==> src/rtl/serial_cla_adder.sv <==
// Digit-serial adder: one 4-bit carry-lookahead slice walks the operands a nibble per cycle.
// Define SERIAL_ADD_OVF_EN to add the registered signed-overflow output ovf.

module claAdder4 (
    input  logic [3:0] a_i,
    input  logic [3:0] b_i,
    input  logic       c_i,
    output logic [3:0] s_o,
    output logic       c_o
);
    logic [3:0] g;
    logic [3:0] p;
    logic [4:1] c;

    // Carries are flattened generate/propagate terms so none waits on a lower carry.
    always_comb begin
        g    = a_i & b_i;
        p    = a_i ^ b_i;
        c[1] = g[0] | (p[0] & c_i);
        c[2] = g[1] | (p[1] & g[0]) | (p[1] & p[0] & c_i);
        c[3] = g[2] | (p[2] & g[1]) | (p[2] & p[1] & g[0]) | (p[2] & p[1] & p[0] & c_i);
        c[4] = g[3] | (p[3] & g[2]) | (p[3] & p[2] & g[1]) | (p[3] & p[2] & p[1] & g[0])
             | (p[3] & p[2] & p[1] & p[0] & c_i);
        s_o  = p ^ {c[3], c[2], c[1], c_i};
        c_o  = c[4];
    end
endmodule

module serial_cla_adder #(
    parameter int WIDTH = 32
) (
    input  logic             clk,
    input  logic             rst,
    input  logic             in_valid,
    output logic             in_ready,
    input  logic [WIDTH-1:0] in_a,
    input  logic [WIDTH-1:0] in_b,
    input  logic             c_in,
    output logic             out_valid,
    input  logic             out_ready,
    output logic [WIDTH-1:0] s,
    output logic             c_out
`ifdef SERIAL_ADD_OVF_EN
    ,
    output logic             ovf
`endif
);
    localparam int N  = WIDTH / 4;
    localparam int KW = $clog2(N);
    localparam logic [KW-1:0] LAST_K = KW'(N - 1);

    typedef enum logic [1:0] {IDLE, RUN, DONE} state_t;

    state_t            state_q, state_d;
    logic [KW-1:0]     k_q, k_d;
    logic [WIDTH-1:0]  a_q, a_d;
    logic [WIDTH-1:0]  b_q, b_d;
    logic              carry_q, carry_d;
    logic [WIDTH-1:0]  s_q, s_d;
    logic              cout_q, cout_d;
`ifdef SERIAL_ADD_OVF_EN
    logic              ovf_q, ovf_d;
`endif

    logic [3:0] nibA;
    logic [3:0] nibB;
    logic [3:0] nibSum;
    logic       nibCarry;

    assign nibA = a_q[{k_q, 2'b00} +: 4];
    assign nibB = b_q[{k_q, 2'b00} +: 4];

    claAdder4 uSlice (
        .a_i (nibA),
        .b_i (nibB),
        .c_i (carry_q),
        .s_o (nibSum),
        .c_o (nibCarry)
    );

    always_ff @(posedge clk) begin
        if (rst) begin
            state_q <= IDLE;
            k_q     <= '0;
            a_q     <= '0;
            b_q     <= '0;
            carry_q <= 1'b0;
            s_q     <= '0;
            cout_q  <= 1'b0;
`ifdef SERIAL_ADD_OVF_EN
            ovf_q   <= 1'b0;
`endif
        end else begin
            state_q <= state_d;
            k_q     <= k_d;
            a_q     <= a_d;
            b_q     <= b_d;
            carry_q <= carry_d;
            s_q     <= s_d;
            cout_q  <= cout_d;
`ifdef SERIAL_ADD_OVF_EN
            ovf_q   <= ovf_d;
`endif
        end
    end

    always_comb begin
        state_d   = state_q;
        k_d       = k_q;
        a_d       = a_q;
        b_d       = b_q;
        carry_d   = carry_q;
        s_d       = s_q;
        cout_d    = cout_q;
`ifdef SERIAL_ADD_OVF_EN
        ovf_d     = ovf_q;
`endif
        in_ready  = 1'b0;
        out_valid = 1'b0;
        case (state_q)
            IDLE: begin
                in_ready = 1'b1;
                if (in_valid) begin
                    a_d     = in_a;
                    b_d     = in_b;
                    carry_d = c_in;
                    k_d     = '0;
                    state_d = RUN;
                end
            end
            RUN: begin
                s_d[{k_q, 2'b00} +: 4] = nibSum;
                carry_d = nibCarry;
                // The counter parks on the last nibble instead of wrapping back to zero.
                if (k_q == LAST_K) begin
                    cout_d  = nibCarry;
`ifdef SERIAL_ADD_OVF_EN
                    ovf_d   = (a_q[WIDTH-1] == b_q[WIDTH-1]) && (nibSum[3] != a_q[WIDTH-1]);
`endif
                    state_d = DONE;
                end else begin
                    k_d = k_q + 1'b1;
                end
            end
            DONE: begin
                out_valid = 1'b1;
                if (out_ready) begin
                    state_d = IDLE;
                end
            end
            default: state_d = IDLE;
        endcase
    end

    assign s     = s_q;
    assign c_out = cout_q;
`ifdef SERIAL_ADD_OVF_EN
    assign ovf   = ovf_q;
`endif
endmodule

==> config.mk <==
export PLATFORM = sky130hd
export DESIGN_NAME = serial_cla_adder
export DESIGN_NICKNAME = d
export VERILOG_FILES = /design/src/rtl/serial_cla_adder.sv
export SDC_FILE = /design/constraint.sdc
export NUM_CORES = 1
export LEC_CHECK = 0
export ABC_AREA = 0
export BUFFER_PORTS_ARGS = -buffer_cell sky130_fd_sc_hd__buf_2
export CORE_ASPECT_RATIO = 0.75
export CORE_UTILIZATION = 49
export CTS_CLUSTER_SIZE = 24
export DETAILED_ROUTE_END_ITERATION = 12
export PLACE_DENSITY = 0.83
export SLEW_MARGIN = 10
export SYNTH_ARGS = -nofsm -noshare
export SYNTH_HDL_FRONTEND = slang
export SYNTH_HIERARCHICAL = 1
export SYNTH_SLANG_ARGS = --single-unit
==> constraint.sdc <==
create_clock -name clk -period 2.46 [get_ports clk]
set_input_delay 0.492 -clock clk [delete_from_list [all_inputs] [get_ports clk]]
set_output_delay 0.492 -clock clk [all_outputs]
set_load 0.02 [all_outputs]
==> load_flow_metrics.sql, run 1 <==
INSERT INTO impl_metrics (metric_group, metric, value, unit) VALUES
('worst_setup_path', 'critical_path.max_fanout', '6', ''),
('yosys', 'synth_adder_area_share', '0.0343', ''),
('timing', 'final_layout_worst_hold_slack', '0.380', 'ns'),
('timing', 'worst_clk_skew', '0.00815', 'ns'),
('yosys', 'mappedNetlistNets', '605', ''),
('clock_tree', 'tritoncts_clock_tree', 'yes', ''),
('worst_setup_path', 'startpoint_type', 'register', ''),
('clock_tree', 'clock_pin_slew_of_the_registers_on_the_worst_case_setup_and_hold_paths', '0.07', 'ns'),
('die', 'row_count', '30', ''),
('timing', 'timing.final.crit_share', '1.03', ''),
('place', 'place.detailed.hpwl', '8.01', 'mm'),
('yosys', 'yosys_register_bits', '103', ''),
('power_and_ir_drop', 'maximum_ir_drop_on_the_vdd_rail', '0.576', 'mV'),
('yosys', 'syn_avg_cell_area', '8.78', 'um^2'),
('die', 'initial_core_util', '0.506', ''),
('timing', 'report.final.setup_viol', '9', ''),
('drt', 'drc_errors', '0', ''),
('timing', 'period_needed', '2.54', 'ns'),
('clock_tree', 'cts.hold.buffers_added', '0', ''),
('flow_run', 'drv.max_cap_violation_count', '0', ''),
('timing', 'rsz0062_at_grt', 'yes', ''),
('worst_setup_path', 'cp_data_arrival_time', '2.81', 'ns'),
('clock_tree', 'cts_buffer_depth', '2', ''),
('yosys', 'synth-seq-area-share', '0.448', ''),
('drt', 'drt_iter0_markers', '286', ''),
('clock_tree', 'clock_latency', '0.35', 'ns'),
('run_status', 'outcome', 'finished with violations', ''),
('clock_tree', 'cts_made_buffers', '9', ''),
('drt', 'detail_route.first_pass.iterations', '5', ''),
('global_route', 'grt_first_pass_wirelength', '18.8', 'mm'),
('drt', 'route.detailed.vias_per_inst', '5.29', ''),
('clock_tree', 'root_buffer', 'sky130_fd_sc_hd__clkbuf_16', ''),
('final_layout', 'diodes', '0', ''),
('final_layout', 'layout-drive-gt1-share', '0.291', ''),
('drt', 'final_antenna_net_count', '0', ''),
('drt', 'routed_wirelength', '11.8', 'mm'),
('worst_setup_path', 'worst_setup_path_end_kind', 'register', ''),
('timing', 'max_freq', '394', 'MHz'),
('final_layout', 'finish.utilization', '0.633', ''),
('run_status', 'violated_checks', 'setup timing', ''),
('clock_tree', 'cts-htree-levels', '3', ''),
('die', 'floorplan.io_pins', '104', ''),
('yosys', 'yosys.area_share.xor_xnor', '0.00571', ''),
('global_route', 'grt_util_all_layers', '0.247', ''),
('yosys', 'synth_compound_gate_area_share', '0.0865', ''),
('power_and_ir_drop', 'total_power', '3.81', 'mW'),
('timing', 'relative_slew_slack', '0.590', ''),
('yosys', 'muxShareOfSynthArea', '0.148', ''),
('timing', 'final.setup.tns', '-0.500', 'ns'),
('die', 'core_outline_area', '9080', 'um^2'),
('die', 'floorplan.die.height', '85.9', 'um'),
('die', 'die_w', '114', 'um'),
('timing', 'tightestPinTransition', '0.614', 'ns'),
('final_layout', 'nets', '708', ''),
('yosys', 'synth.yosys.warnings', '6', ''),
('drt', 'num_vias', '4018', ''),
('die', 'overall_die_area', '9780', 'um^2'),
('timing', 'drv_slew', '0', ''),
('timing', 'layout_setup_ws', '-0.0790', 'ns'),
('global_route', 'antenna_found_initial', '0', ''),
('hold_path', 'timing.hold.worst.class', 'primary input to register', ''),
('power_and_ir_drop', 'power_density', '662', 'nW/um^2'),
('global_route', 'largest_net_degree_at_the_start_of_global_routing', '65', ''),
('worst_setup_path', 'cp_data_required_time', '2.73', 'ns'),
('global_route', 'grt_pass1_vias', '3890', ''),
('yosys', 'yosys.area_share.simple', '0.236', ''),
('yosys', 'synth_top_family_by_area', 'simple AND/OR/NAND/NOR gates', ''),
('power_and_ir_drop', 'total_leakage_power', '2.56', 'nW'),
('drt', 'wl_per_cell', '15.5', 'um'),
('yosys', 'postSynthCellCount', '524', ''),
('yosys', 'synth.cell_area', '4600', 'um^2'),
('place', 'gp_routability_congestion', '0.959', ''),
('global_route', 'gr-total-overflow', '0', ''),
('yosys', 'yosys.cell_types.count', '35', ''),
('place', 'port_buffers', '103', ''),
('worst_setup_path', 'timing_worst_setup_path_type', 'register to register', ''),
('timing', 'report.final.hold_viol_count', '0', ''),
('final_layout', 'p_r_area_growth_vs_syn', '25.0', '%'),
('clock_tree', 'cts_num_sinks', '103', '');
## metal layers
metal  track usage  wire [um]  vias up
met4        0.0614        137        0
met5             0          0        -
met2         0.392       5370      152
met3        0.0636        862       15
li1              -          -     1946
met1         0.338       5390     1905
## layout by cell type, fill, tap and decap left out, types with 2 or more instances in the layout
master,n
sky130_fd_sc_hd__nor3b_1,2
sky130_fd_sc_hd__mux4_2,16
sky130_fd_sc_hd__nand3_1,6
sky130_fd_sc_hd__clkbuf_16,9
sky130_fd_sc_hd__dfxtp_1,102
sky130_fd_sc_hd__nand2b_1,37
sky130_fd_sc_hd__a21oi_1,69
sky130_fd_sc_hd__mux2i_1,32
sky130_fd_sc_hd__nor2_1,3
sky130_fd_sc_hd__buf_2,103
sky130_fd_sc_hd__nor4b_2,2
sky130_fd_sc_hd__inv_1,5
sky130_fd_sc_hd__ha_4,2
sky130_fd_sc_hd__ha_1,9
sky130_fd_sc_hd__nand4_1,3
sky130_fd_sc_hd__clkinvlp_4,3
sky130_fd_sc_hd__inv_2,2
sky130_fd_sc_hd__nor3_1,3
sky130_fd_sc_hd__nor2b_1,2
sky130_fd_sc_hd__nand2_2,9
sky130_fd_sc_hd__buf_4,22
sky130_fd_sc_hd__nand2_1,162
sky130_fd_sc_hd__a21o_1,3
## worst paths after layout
path	startpoint	depth (start not counted)	endpoint	slack (ns)
worst max-delay path	k_q[0]	11	s[3]	-0.08
worst min-delay path	in_b[9]	3	b_q[9]	0.38
worst max register to register	k_q[0]	11	s[3]	-0.08
worst min register to register	a_q[11]	2	a_q[11]	0.45
## power by group
| group | internal, mW | leakage, nW | switching [mW] |
|---|---|---|---|
| combinational | 0.249 | 1.58 | 0.304 |
| sequential | 1.74 | 0.841 | 0.0473 |
| clock | 0.802 | 0.140 | 0.664 |
| total | 2.79 | 2.56 | 1.02 |
## worst max-delay path: stages, from the launching register on
cell and delay [ns]:
sky130_fd_sc_hd__dfxtp_4 0.40, sky130_fd_sc_hd__buf_12 0.13, sky130_fd_sc_hd__buf_4 0.11, sky130_fd_sc_hd__mux4_2 0.51, sky130_fd_sc_hd__nand2_2 0.10, sky130_fd_sc_hd__nand2_2 0.08, sky130_fd_sc_hd__ha_4 0.22, sky130_fd_sc_hd__a21o_1 0.19
sky130_fd_sc_hd__a31o_4 0.24, sky130_fd_sc_hd__xor2_4 0.26, sky130_fd_sc_hd__nand2b_1 0.08, sky130_fd_sc_hd__mux2i_1 0.15
## repair_timing
item,CTS,global route
gates cloned,1,0
pin swaps,6,6
resized for setup,9,15
endpoints found under the setup margin,17,28
setup buffers,0,3
## cell families (layout without fill, tap and decap cells)
logic type	count (synthesis)	after routing
simple gates	238	238
flops	103	103
compound gates	76	76
mux	48	48
buf+inv	44	152
fa+ha+maj	12	12
xor+xnor	3	3
## per-stage QoR
| step | worst slack (ns) | std cells | instance area (um^2) |
|---|---|---|---|
| global route | -0.160 | 760 | 5750 |
| finish | -0.0790 | 760 | 5750 |
| detailed placement | -0.106 | 740 | 5300 |
| floorplan | 0.0177 | 524 | 4620 |
| global placement | 0.00781 | 740 | 5300 |
| CTS | -0.0352 | 757 | 5680 |
## sequential cells by signal, indices dropped and copies added (netlist names)
name / cells
state_q: 2
s: 32
a_q: 32
k_q: 3
carry_q: 1
b_q: 32
c_out: 1
## synth_stat cells
master / n / area (um^2)
sky130_fd_sc_hd__a2111oi_0: 1 / 8.76
sky130_fd_sc_hd__a21o_1: 3 / 22.5
sky130_fd_sc_hd__a21oi_1: 70 / 350
sky130_fd_sc_hd__a31o_1: 1 / 8.76
sky130_fd_sc_hd__and4bb_1: 1 / 12.5
sky130_fd_sc_hd__buf_1: 3 / 11.3
sky130_fd_sc_hd__buf_2: 15 / 75.1
sky130_fd_sc_hd__buf_4: 2 / 15.0
sky130_fd_sc_hd__clkbuf_1: 16 / 60.1
sky130_fd_sc_hd__clkinv_1: 1 / 3.75
sky130_fd_sc_hd__dfxtp_1: 103 / 2060
sky130_fd_sc_hd__fa_1: 1 / 20.0
sky130_fd_sc_hd__ha_1: 11 / 138
sky130_fd_sc_hd__inv_1: 6 / 22.5
sky130_fd_sc_hd__inv_2: 1 / 3.75
sky130_fd_sc_hd__mux2i_1: 32 / 320
sky130_fd_sc_hd__mux4_2: 16 / 360
sky130_fd_sc_hd__nand2_1: 171 / 642
sky130_fd_sc_hd__nand2b_1: 37 / 231
sky130_fd_sc_hd__nand3_1: 6 / 30.0
sky130_fd_sc_hd__nand3b_1: 1 / 7.51
sky130_fd_sc_hd__nand4_1: 3 / 18.8
sky130_fd_sc_hd__nand4b_1: 1 / 8.76
sky130_fd_sc_hd__nor2_1: 3 / 11.3
sky130_fd_sc_hd__nor2b_1: 2 / 12.5
sky130_fd_sc_hd__nor3_1: 3 / 15.0
sky130_fd_sc_hd__nor3b_1: 3 / 22.5
sky130_fd_sc_hd__nor4b_2: 2 / 30.0
sky130_fd_sc_hd__nor4bb_1: 1 / 10.0
sky130_fd_sc_hd__o31ai_1: 1 / 7.51
sky130_fd_sc_hd__or3_1: 1 / 6.26
sky130_fd_sc_hd__or3b_1: 2 / 17.5
sky130_fd_sc_hd__or4_1: 1 / 7.51
sky130_fd_sc_hd__xnor2_1: 2 / 17.5
sky130_fd_sc_hd__xor2_1: 1 / 8.76
## cell type report
type / instances / area, um^2
clock buffers: 9 / 225
clock inverters: 7 / 81.3
fillers: 735 / 3330
inverters: 8 / 30.0
multi-input cells: 377 / 2450
flip-flops and latches: 103 / 2070
well taps: 128 / 160
repair buffers: 128 / 739
(Power assumes the default switching activity.)
==> inputs of run 2 (changes only) <==
--- a/config.mk
+++ b/config.mk
@@ -8,10 +8,10 @@
 export ABC_AREA = 0
 export BUFFER_PORTS_ARGS = -buffer_cell sky130_fd_sc_hd__buf_2
 export CORE_ASPECT_RATIO = 0.75
-export CORE_UTILIZATION = 49
+export CORE_UTILIZATION = 58
 export CTS_CLUSTER_SIZE = 24
 export DETAILED_ROUTE_END_ITERATION = 12
-export PLACE_DENSITY = 0.83
+export PLACE_DENSITY = 0.92
 export SLEW_MARGIN = 10
 export SYNTH_ARGS = -nofsm -noshare
 export SYNTH_HDL_FRONTEND = slang
==> constraint.sdc (replaced) <==
create_clock -name clk -period 3 [get_ports clk]
set_input_delay 0.6 -clock clk [delete_from_list [all_inputs] [get_ports clk]]
set_output_delay 0.6 -clock clk [all_outputs]
set_load 0.02 [all_outputs]
==> run 2 against run 1 <==
Net effect: the run now ends clean; global-route usage is 4.1 points higher; via count hardly changed; sequential share of layout area is 2.4 points higher; maximum frequency is 12% lower; core utilization is 8.4 points higher; critical path type unchanged.
==> load_flow_metrics.sql, run 2 (synthesis gave the netlist of run 1 again) <==
INSERT INTO impl_metrics (metric_group, metric, value, unit) VALUES
('run_status', 'outcome', 'completed', ''),
('final_layout', 'layout_common_cells', '171 x sky130_fd_sc_hd__nand2_1, 103 x sky130_fd_sc_hd__dfxtp_1, 103 x sky130_fd_sc_hd__buf_2', ''),
('global_route', 'grt_util_all_layers', '0.288', ''),
('worst_setup_path', 'r2r_cells', '10', ''),
('global_route', 'antenna_found_initial', '0', ''),
('drt', 'drt_iter0_markers', '291', ''),
('drt', 'detail_route.first_pass.iterations', '5', ''),
('drt', 'final_antenna_net_count', '0', ''),
('die', 'overall_die_area', '8290', 'um^2'),
('power_and_ir_drop', 'power_density', '511', 'nW/um^2'),
('worst_setup_path', 'critical-path-slowest-cell', 'sky130_fd_sc_hd__mux4_2', ''),
('worst_setup_path', 'cp_data_required_time', '3.29', 'ns'),
('drt', 'num_vias', '4021', ''),
('place', 'port_buffers', '103', ''),
('timing', 'relative_slew_slack', '0.506', ''),
('final_layout', 'layout-drive-gt1-share', '0.244', ''),
('timing', 'worst_clk_skew', '0.00986', 'ns'),
('worst_setup_path', 'worst_setup_path_end_kind', 'register', ''),
('clock_tree', 'cts_buffer_depth', '2', ''),
('power_and_ir_drop', 'maximum_ir_drop_on_the_vdd_rail', '0.270', 'mV'),
('final_layout', 'final_common_cell', 'sky130_fd_sc_hd__nand2_1', ''),
('timing', 'drv_slew', '0', ''),
('clock_tree', 'tritoncts_clock_tree', 'yes', ''),
('worst_setup_path', 'crit_top_cell', 'sky130_fd_sc_hd__nand2_1', ''),
('timing', 'report.final.setup_viol', '0', ''),
('drt', 'routed_wirelength', '11.4', 'mm'),
('worst_setup_path', 'critical_path.cell_chain', 'buf_4 -> mux4_2 -> nand2_1 -> nand2_1 -> ha_1 -> a21o_1 -> a31o_1 -> xor2_2 -> nand2_1 -> mux2i_1', ''),
('clock_tree', 'cts_num_sinks', '103', ''),
('timing', 'report.final.hold_viol_count', '0', ''),
('clock_tree', 'root_buffer', 'sky130_fd_sc_hd__clkbuf_8', ''),
('clock_tree', 'cts_made_buffers', '9', ''),
('global_route', 'grt_pass1_vias', '3901', ''),
('final_layout', 'finish.utilization', '0.717', ''),
('die', 'floorplan.die.height', '79.1', 'um'),
('worst_setup_path', 'critical_path.max_fanout', '17', ''),
('hold_path', 'min_to', 'a_q[11]', ''),
('timing', 'max_freq', '348', 'MHz'),
('drt', 'route.detailed.vias_per_inst', '5.61', ''),
('die', 'core_outline_area', '7500', 'um^2'),
('global_route', 'grt_first_pass_wirelength', '18.7', 'mm'),
('worst_setup_path', 'critical_path.max_stage_delay', '0.55', 'ns'),
('clock_tree', 'clock_pin_slew_of_the_registers_on_the_worst_case_setup_and_hold_paths', '0.09', 'ns'),
('die', 'initial_core_util', '0.613', ''),
('drt', 'drc_errors', '0', ''),
('final_layout', 'diodes', '0', ''),
('worst_setup_path', 'cp_data_arrival_time', '3.16', 'ns'),
('timing', 'rsz0062_at_grt', 'no', ''),
('timing', 'final.setup.tns', '0', 'ns'),
('place', 'place_worst_setup_slack', '0.190', 'ns'),
('hold_path', 'hold_path_depth', '2', ''),
('final_layout', 'nets', '692', ''),
('clock_tree', 'cts-htree-levels', '3', ''),
('die', 'row_count', '27', ''),
('timing', 'period_needed', '2.87', 'ns'),
('worst_setup_path', 'worstReg2RegEnd', 's[23]', ''),
('flow_run', 'drv.max_cap_violation_count', '0', ''),
('global_route', 'largest_net_degree_at_the_start_of_global_routing', '54', ''),
('place', 'gp_routability_congestion', '0.851', ''),
('final_layout', 'p_r_area_growth_vs_syn', '17.0', '%'),
('drt', 'wl_per_cell', '15.9', 'um'),
('timing', 'tightestPinTransition', '0.741', 'ns'),
('worst_setup_path', 'r2r_start', 'k_q[0]', ''),
('die', 'die_w', '105', 'um'),
('clock_tree', 'clock_latency', '0.37', 'ns'),
('place', 'place.detailed.hpwl', '7.64', 'mm'),
('die', 'floorplan.io_pins', '104', ''),
('power_and_ir_drop', 'total_leakage_power', '2.42', 'nW'),
('hold_path', 'start_point_of_the_worst_hold_path', 'a_q[11]', ''),
('hold_path', 'timing.hold.worst.class', 'register to register', ''),
('worst_setup_path', 'rrSetupSlack', '0.13', 'ns'),
('global_route', 'gr-total-overflow', '0', ''),
('worst_setup_path', 'timing_worst_setup_path_type', 'register to register', ''),
('worst_setup_path', 'startpoint_type', 'register', ''),
('timing', 'timing.final.crit_share', '0.958', ''),
('timing', 'layout_setup_ws', '0.127', 'ns');
-- run 2: cell types whose count changed in the layout (fill, tap and decap cells not counted), sizes merged --
| cell | delta |
|---|---|
| clkbuf | +2 |
| clkinv | +2 |
| inv | -2 |
| buf | -16 |
| clkinvlp | -2 |
-- run 2: worst max-delay path: cells and delay by family (launching register included) --
kind | cells | cell delay, ns
compound gates | 2 | 0.47
fa+ha+maj | 1 | 0.31
simple gates | 3 | 0.35
flops | 1 | 0.35
xor+xnor | 1 | 0.30
buf+inv | 1 | 0.28
mux | 2 | 0.74
-- run 2: cell type report --
cell class,count,area (um^2)
clock buffer,11,151
clock inverter,5,56.3
fill,557,2120
inverter,8,30.0
multi-input combinational,377,2360
sequential,103,2060
tap,101,126
timing repair buffer,112,596
-- run 2: metrics by stage --
stage                     instance area (um^2)  total power, mW  instances  hold slack [ns]
after floorplan                           4600             1.75        524            0.433
final                                     5380             2.75        717            0.458
after CTS                                 5370             2.75        717            0.452
after global placement                    5160             1.85        701            0.439
after detailed placement                  5160             1.87        701            0.447
after global routing                      5380             2.87        717            0.457
-- run 2: layer usage --
layer	global-route usage	share of wire	up-vias
li1	-	-	1918
met1	0.378	0.42	1836
met2	0.468	0.46	228
met3	0.0468	0.080	39
met4	0.138	0.032	0
met5	0	0	-
-- run 2: power by group --
part | switching [mW] | internal, mW
sequential | 0.0344 | 1.43
combinational | 0.233 | 0.164
clock | 0.460 | 0.430
-- run 2: worst max path at each step --
| stage | start | end | depth (start not counted) |
|---|---|---|---|
| 6_report | k_q[0] | s[23] | 10 |
| 3_5_place_dp | k_q[0] | s[23] | 10 |
| 4_1_cts | k_q[0] | s[23] | 10 |
| 5_1_grt | k_q[0] | s[23] | 10 |
| 2_1_floorplan | k_q[0] | s[7] | 11 |
| 3_3_place_gp | k_q[0] | s[7] | 10 |
-- run 2: repair_timing --
| action | in CTS | in global routing |
|---|---|---|
| resized for setup | 0 | 1 |
| setup buffers | 0 | 0 |
| hold buffers | 0 | 0 |
| setup endpoints to repair | 0 | 4 |
